## src/rtl/opcode_fetch_mod.sv

```systemverilog
// rtl/opcode_fetch_mod.sv - LR35902 instruction fetch front end with PC ownership and redirect
// Optional illegal-opcode trap: define OPFETCH_ILLEGAL_TRAP_EN.
module opcode_fetch_mod #(
    parameter logic [15:0] RESET_PC = 16'h0000
) (
    input  logic        clk,
    input  logic        rst_n,
    output logic        mem_rd,
    output logic [15:0] mem_addr,
    input  logic        mem_ack,
    input  logic [7:0]  mem_rdata,
    output logic        instr_valid,
    input  logic        instr_ready,
    output logic [7:0]  opcode,
    output logic        cb_prefix,
    output logic [15:0] imm,
    output logic [15:0] instr_pc,
    input  logic        pc_load,
    input  logic [15:0] pc_load_val
`ifdef OPFETCH_ILLEGAL_TRAP_EN
    ,
    output logic        illegal
`endif
);

    localparam logic [2:0] FETCH_OP = 3'd0;
    localparam logic [2:0] FETCH_CB = 3'd1;
    localparam logic [2:0] FETCH_LO = 3'd2;
    localparam logic [2:0] FETCH_HI = 3'd3;
    localparam logic [2:0] HOLD     = 3'd4;
`ifdef OPFETCH_ILLEGAL_TRAP_EN
    localparam logic [2:0] TRAP     = 3'd5;
`endif

    logic [2:0]  state_q, state_d;
    logic [15:0] pc_q, pc_d;
    logic [7:0]  opcode_q, opcode_d;
    logic        cb_q, cb_d;
    logic [15:0] imm_q, imm_d;
    logic [15:0] instr_pc_q, instr_pc_d;
    logic        hi_pend_q, hi_pend_d;

    logic fetching;
    logic take;
    logic len2;
    logic len3;
`ifdef OPFETCH_ILLEGAL_TRAP_EN
    logic is_illegal;
`endif

    always_comb begin
        len2 = 1'b0;
        len3 = 1'b0;
        case (mem_rdata)
            8'h06, 8'h0E, 8'h16, 8'h1E, 8'h26, 8'h2E, 8'h36, 8'h3E,
            8'h10, 8'h18, 8'h20, 8'h28, 8'h30, 8'h38,
            8'hC6, 8'hCE, 8'hD6, 8'hDE, 8'hE6, 8'hEE, 8'hF6, 8'hFE,
            8'hE0, 8'hF0, 8'hE8, 8'hF8: len2 = 1'b1;
            8'h01, 8'h11, 8'h21, 8'h31, 8'h08,
            8'hC2, 8'hC3, 8'hCA, 8'hD2, 8'hDA,
            8'hC4, 8'hCC, 8'hCD, 8'hD4, 8'hDC,
            8'hEA, 8'hFA: len3 = 1'b1;
            default: ;
        endcase
    end

`ifdef OPFETCH_ILLEGAL_TRAP_EN
    always_comb begin
        is_illegal = 1'b0;
        case (mem_rdata)
            8'hD3, 8'hDB, 8'hDD, 8'hE3, 8'hE4, 8'hEB,
            8'hEC, 8'hED, 8'hF4, 8'hFC, 8'hFD: is_illegal = 1'b1;
            default: ;
        endcase
    end
`endif

    assign fetching = (state_q == FETCH_OP) || (state_q == FETCH_CB) ||
                      (state_q == FETCH_LO) || (state_q == FETCH_HI);
    assign take     = fetching && mem_ack;

    always_comb begin
        state_d    = state_q;
        pc_d       = pc_q;
        opcode_d   = opcode_q;
        cb_d       = cb_q;
        imm_d      = imm_q;
        instr_pc_d = instr_pc_q;
        hi_pend_d  = hi_pend_q;
        // Redirect wins over any ack or handoff in the same cycle.
        if (pc_load) begin
            pc_d    = pc_load_val;
            state_d = FETCH_OP;
        end else begin
            if (take) begin
                pc_d = pc_q + 16'd1;
            end
            case (state_q)
                FETCH_OP: if (take) begin
                    opcode_d   = mem_rdata;
                    instr_pc_d = pc_q;
                    imm_d      = 16'h0000;
                    cb_d       = 1'b0;
                    hi_pend_d  = len3;
                    if (mem_rdata == 8'hCB) begin
                        state_d = FETCH_CB;
`ifdef OPFETCH_ILLEGAL_TRAP_EN
                    end else if (is_illegal) begin
                        state_d = TRAP;
`endif
                    end else if (len2 || len3) begin
                        state_d = FETCH_LO;
                    end else begin
                        state_d = HOLD;
                    end
                end
                FETCH_CB: if (take) begin
                    opcode_d = mem_rdata;
                    cb_d     = 1'b1;
                    state_d  = HOLD;
                end
                FETCH_LO: if (take) begin
                    imm_d[7:0] = mem_rdata;
                    state_d    = hi_pend_q ? FETCH_HI : HOLD;
                end
                FETCH_HI: if (take) begin
                    imm_d[15:8] = mem_rdata;
                    state_d     = HOLD;
                end
                HOLD: if (instr_ready) begin
                    state_d = FETCH_OP;
                end
`ifdef OPFETCH_ILLEGAL_TRAP_EN
                TRAP: state_d = TRAP;
`endif
                default: state_d = FETCH_OP;
            endcase
        end
    end

    always_ff @(posedge clk or negedge rst_n) begin
        if (!rst_n) begin
            state_q    <= FETCH_OP;
            pc_q       <= RESET_PC;
            opcode_q   <= 8'h00;
            cb_q       <= 1'b0;
            imm_q      <= 16'h0000;
            instr_pc_q <= RESET_PC;
            hi_pend_q  <= 1'b0;
        end else begin
            state_q    <= state_d;
            pc_q       <= pc_d;
            opcode_q   <= opcode_d;
            cb_q       <= cb_d;
            imm_q      <= imm_d;
            instr_pc_q <= instr_pc_d;
            hi_pend_q  <= hi_pend_d;
        end
    end

    // Gated with rst_n so no read is requested while reset is held.
    assign mem_rd      = fetching && rst_n;
    assign mem_addr    = pc_q;
    assign instr_valid = (state_q == HOLD);
    assign opcode      = opcode_q;
    assign cb_prefix   = cb_q;
    assign imm         = imm_q;
    assign instr_pc    = instr_pc_q;
`ifdef OPFETCH_ILLEGAL_TRAP_EN
    assign illegal     = (state_q == TRAP);
`endif

endmodule

```

## config.mk

```make
export PLATFORM = sky130hd
export DESIGN_NAME = opcode_fetch_mod
export DESIGN_NICKNAME = d
export VERILOG_FILES = /design/src/rtl/opcode_fetch_mod.sv
export SDC_FILE = /design/constraint.sdc
export NUM_CORES = 1
export LEC_CHECK = 0
export CORE_MARGIN = 3
export CORE_UTILIZATION = 52
export CTS_BUF_LIST = sky130_fd_sc_hd__clkbuf_2
export DETAILED_ROUTE_END_ITERATION = 8
export PLACE_DENSITY = 0.95
export SYNTH_ARGS = -nofsm -noshare
export SYNTH_HDL_FRONTEND = slang
export SYNTH_SLANG_ARGS = --single-unit
```

## constraint.sdc

```tcl
create_clock -name clk -period 4.55 [get_ports clk]
set_input_delay 0.455 -clock clk [delete_from_list [all_inputs] [get_ports clk]]
set_output_delay 0.455 -clock clk [all_outputs]
set_load 0.01 [all_outputs]
```

==> results.md <==
- The cell at the root of the clock tree is clkbuf_2.
- After routing the design area is 3840 um^2.
- After clock tree synthesis, the clock-pin slew on the worst setup and hold paths is 0.17 ns.
- The post-synthesis cell type with the largest combined area is dfrtp_1.
- For this configuration, the core starts out at a cell density of 0.544.
- The initial antenna violation count is 0.
- The mean instance size in the synthesized netlist is 10.4 um^2.
- The signal on the critical path passes through nor2_1, and2_1, clkdlybuf4s50_1.
- The slowest library cell on the worst path is clkdlybuf4s50_1.
- The aggregate global routing overflow is 0.
- Setup repair after global routing left no endpoint under its margin.
- Setup violations remaining at the end of the flow were counted as 0.
- The number of antenna repair diodes is 0.
- The total buffers and inverters traversed by the critical path is 1.
- The via count of the first global-routing pass is 2337.
- The type of origin of the critical path is a flip-flop.
- The ratio of final minimum period to clock period is 0.539.
- The sum of negative setup slack is 0 ns.
- The routability congestion estimate from global placement is 0.815.
- The number of distinct library cell variants in the gate-level netlist after synthesis is 39.
- The number of maximum-capacitance violations is 0.
- The buffer depth of the longest clock path is 2.
- TritonCTS built the clock tree.
- The die covers 6290 um^2.
- After detailed placement, the total cell area comes to 3710 um^2.
- Yosys instantiated no cell more often than dfrtp_1.
- From left edge to right edge, the die measures 79.3 um.
- The number of failing hold endpoints at the final stage is 0.
- By area the synthesized netlist is led by dfrtp_1, mux2_2, nand2_1.
- The path type of the worst setup path is flip-flop to primary output.
- The count of filler cells inserted in the layout is 385.
- Along the worst path, the maximum fanout reaches 12.
- Summing every instance area after synthesis gives 2800 um^2.
- The detail route stage leaves a number of antenna-violating nets equal to 0.
- Headroom to the max-slew limit came out at 0.307.
- Of the post-synthesis cell area, the dominant cell type holds 0.546.
- In this run the core area contains 26 standard-cell rows.
- Derived from the worst setup path, the maximum achievable clock frequency is 0.408 GHz.
- The first global-routing pass estimated 11600 um of wire.
- Counting flops and latches in the post-synthesis netlist gives 61.
- At the worst endpoint, the arrival time is 2.00 ns.
- The element type at the critical path end is a primary output.
- By count the netlist is led by dfrtp_1, nand2_1, o21ai_0.
- In the post-route analysis, the smallest setup slack over all paths is 2.10 ns.
- On the worst path, the slowest cell contributes a delay of 0.55 ns.
- The number of nets in the layout is 387.
- The HPWL after detailed placement is 5050 um.
- The post-route DRC violation count is 0.
- For this design the ratio of total power to cell area is 364 nW/um^2.
- Of the cells placed in the final design, the portion with a size suffix greater than 1 is 0.119.
- The first routing iteration left 190 violations.
- The run finished with clean final reports.
- The hold buffer count at CTS is 0.
- During placement, the flow inserted port buffers numbering 87.
- The post-detailed-route wirelength per cell is 16.2 um.
- On the critical path the largest part of the delay comes from buffers and inverters.
- The post-synthesis sequential area ratio is 0.546.
- The global-route usage over all layers is 0.240.
- The final period demand of the worst path is 2.45 ns.
- Compared with the post-synthesis result, the final layout area differs by 37.2%.
- The area of the core is 5140 um^2.
- The pre-antenna-repair detailed-routing pass consisted of 4 iterations.
- Counting flops with a built-in enable in the synthesized netlist gives 0.
- The path class of the lowest-slack min-delay path is input pin to async pin.
- The fraction of registers with async set or reset after synthesis is 1.00.
- The total power draw is 1400 uW.
- The static power due to leakage is 0.00157 uW.
- The clock network latency to the later pin of the worst-skew pair is 0.48 ns.
- Gates resized during post-CTS repair numbered 0.
- The transition at the pin with the smallest max-transition slack is 1.04 ns.
- The Yosys step of the flow raised 0 warnings.
- Across the VDD grid, the largest voltage drop is 0.000291 V.
- The number of buffers created by CTS is 9.
- The worst clock skew is 0.0223 ns.
- The leading register cell type out of synthesis is dfrtp_1.
- In the synthesized netlist, the number of instances is 270.
- During I/O placement, the number of pins put on the boundary was 88.
- The max-slew violation total from the final report is 0.
- For the worst setup path, the data required time is 4.09 ns.
- The detail-routed via count per cell is 5.41.
- Detailed routing inserted a total of 2335 vias.
- The number of nets handed over by synthesis was 300.
- The TritonCTS sink count is 61.
- The wire length reported by the detailed router is 6990 um.
- The number of setup buffers added after CTS is 0.
- The pin count of the biggest net entering global routing is 62.
- At the placement stage, the worst setup path has a slack of 1.95 ns.
- The die is 79.3 um tall.
- The total number of H-tree levels is 3.
## per-layer routing
layer	track usage	share of wire	vias to the layer above	routed length [um]
met3	0.0624	0.042	21	297
met2	0.388	0.52	68	3610
met1	0.304	0.41	1140	2840
met4	0.108	0.036	0	252
li1	-	-	1106	-
met5	0	0	-	0
## cells in the final DEF (no fill, tap or decap), types with 6 or more instances in the layout
cell type	instances
nand2_1	51
o21ai_0	36
nor2_1	6
clkdlybuf4s50_1	86
clkbuf_2	9
mux2_2	24
xnor2_1	10
nand3_1	12
dfrtp_1	61
## sequential cells by signal, summed over array words and instances (netlist names)
signal     flops
imm           16
opcode         8
mem_addr      16
state_q        3
instr_pc      16
hi_pend_q      1
cb_prefix      1
## path summary, 6_finish.rpt
check,cells after the start,start,slack [ns],to
worst max-delay path,3,state_q[0],2.10,instr_valid
worst min-delay path,2,rst_n,0.13,instr_pc[7]
worst max register to register,4,state_q[2],2.53,instr_pc[13]
worst min register to register,2,imm[11],0.50,imm[11]
max in group asynchronous,2,rst_n,3.91,opcode[0]
min in group clk,2,imm[11],0.50,imm[11]
## per-stage QoR
stage,std cells,util,hold slack [ns]
finish,432,0.746,0.126
global route,432,0.746,0.150
CTS,432,0.746,0.149
detailed placement,416,0.722,0.470
global placement,416,0.722,0.460
floorplan,270,-,0.159
## area by class of cell
class / count / area [um^2] / share of cell area
Clock buffer: 9 / 45.0 / 0.0117
Clock inverter: 7 / 80.1 / 0.0209
Inverter: 5 / 18.8 / 0.00489
Multi-Input combinational cell: 191 / 1200 / 0.312
Sequential cell: 61 / 1530 / 0.398
Tap cell: 70 / 87.6 / 0.0228
Timing Repair Buffer: 89 / 881 / 0.230
## power by group
group	total [uW]	switching [uW]	internal, uW
combinational	361	146	215
sequential	672	56.8	616
clock	362	188	174
total	1400	391	1000
## cell families (layout without fill, tap and decap cells)
| family | after synthesis | count (layout) | share of synthesized area |
|---|---|---|---|
| muxes | 25 | 25 | 0.100 |
| DFF | 61 | 61 | 0.546 |
| buffers and inverters | 18 | 110 | 0.0255 |
| and+or+nand+nor | 101 | 101 | 0.180 |
| AOI/OAI and AO/OA | 49 | 49 | 0.0967 |
| adders and majority gates | 1 | 1 | 0.00448 |
| xor gates and xnor gates | 15 | 15 | 0.0470 |
Note: power is estimated with default switching activity, not from simulation.
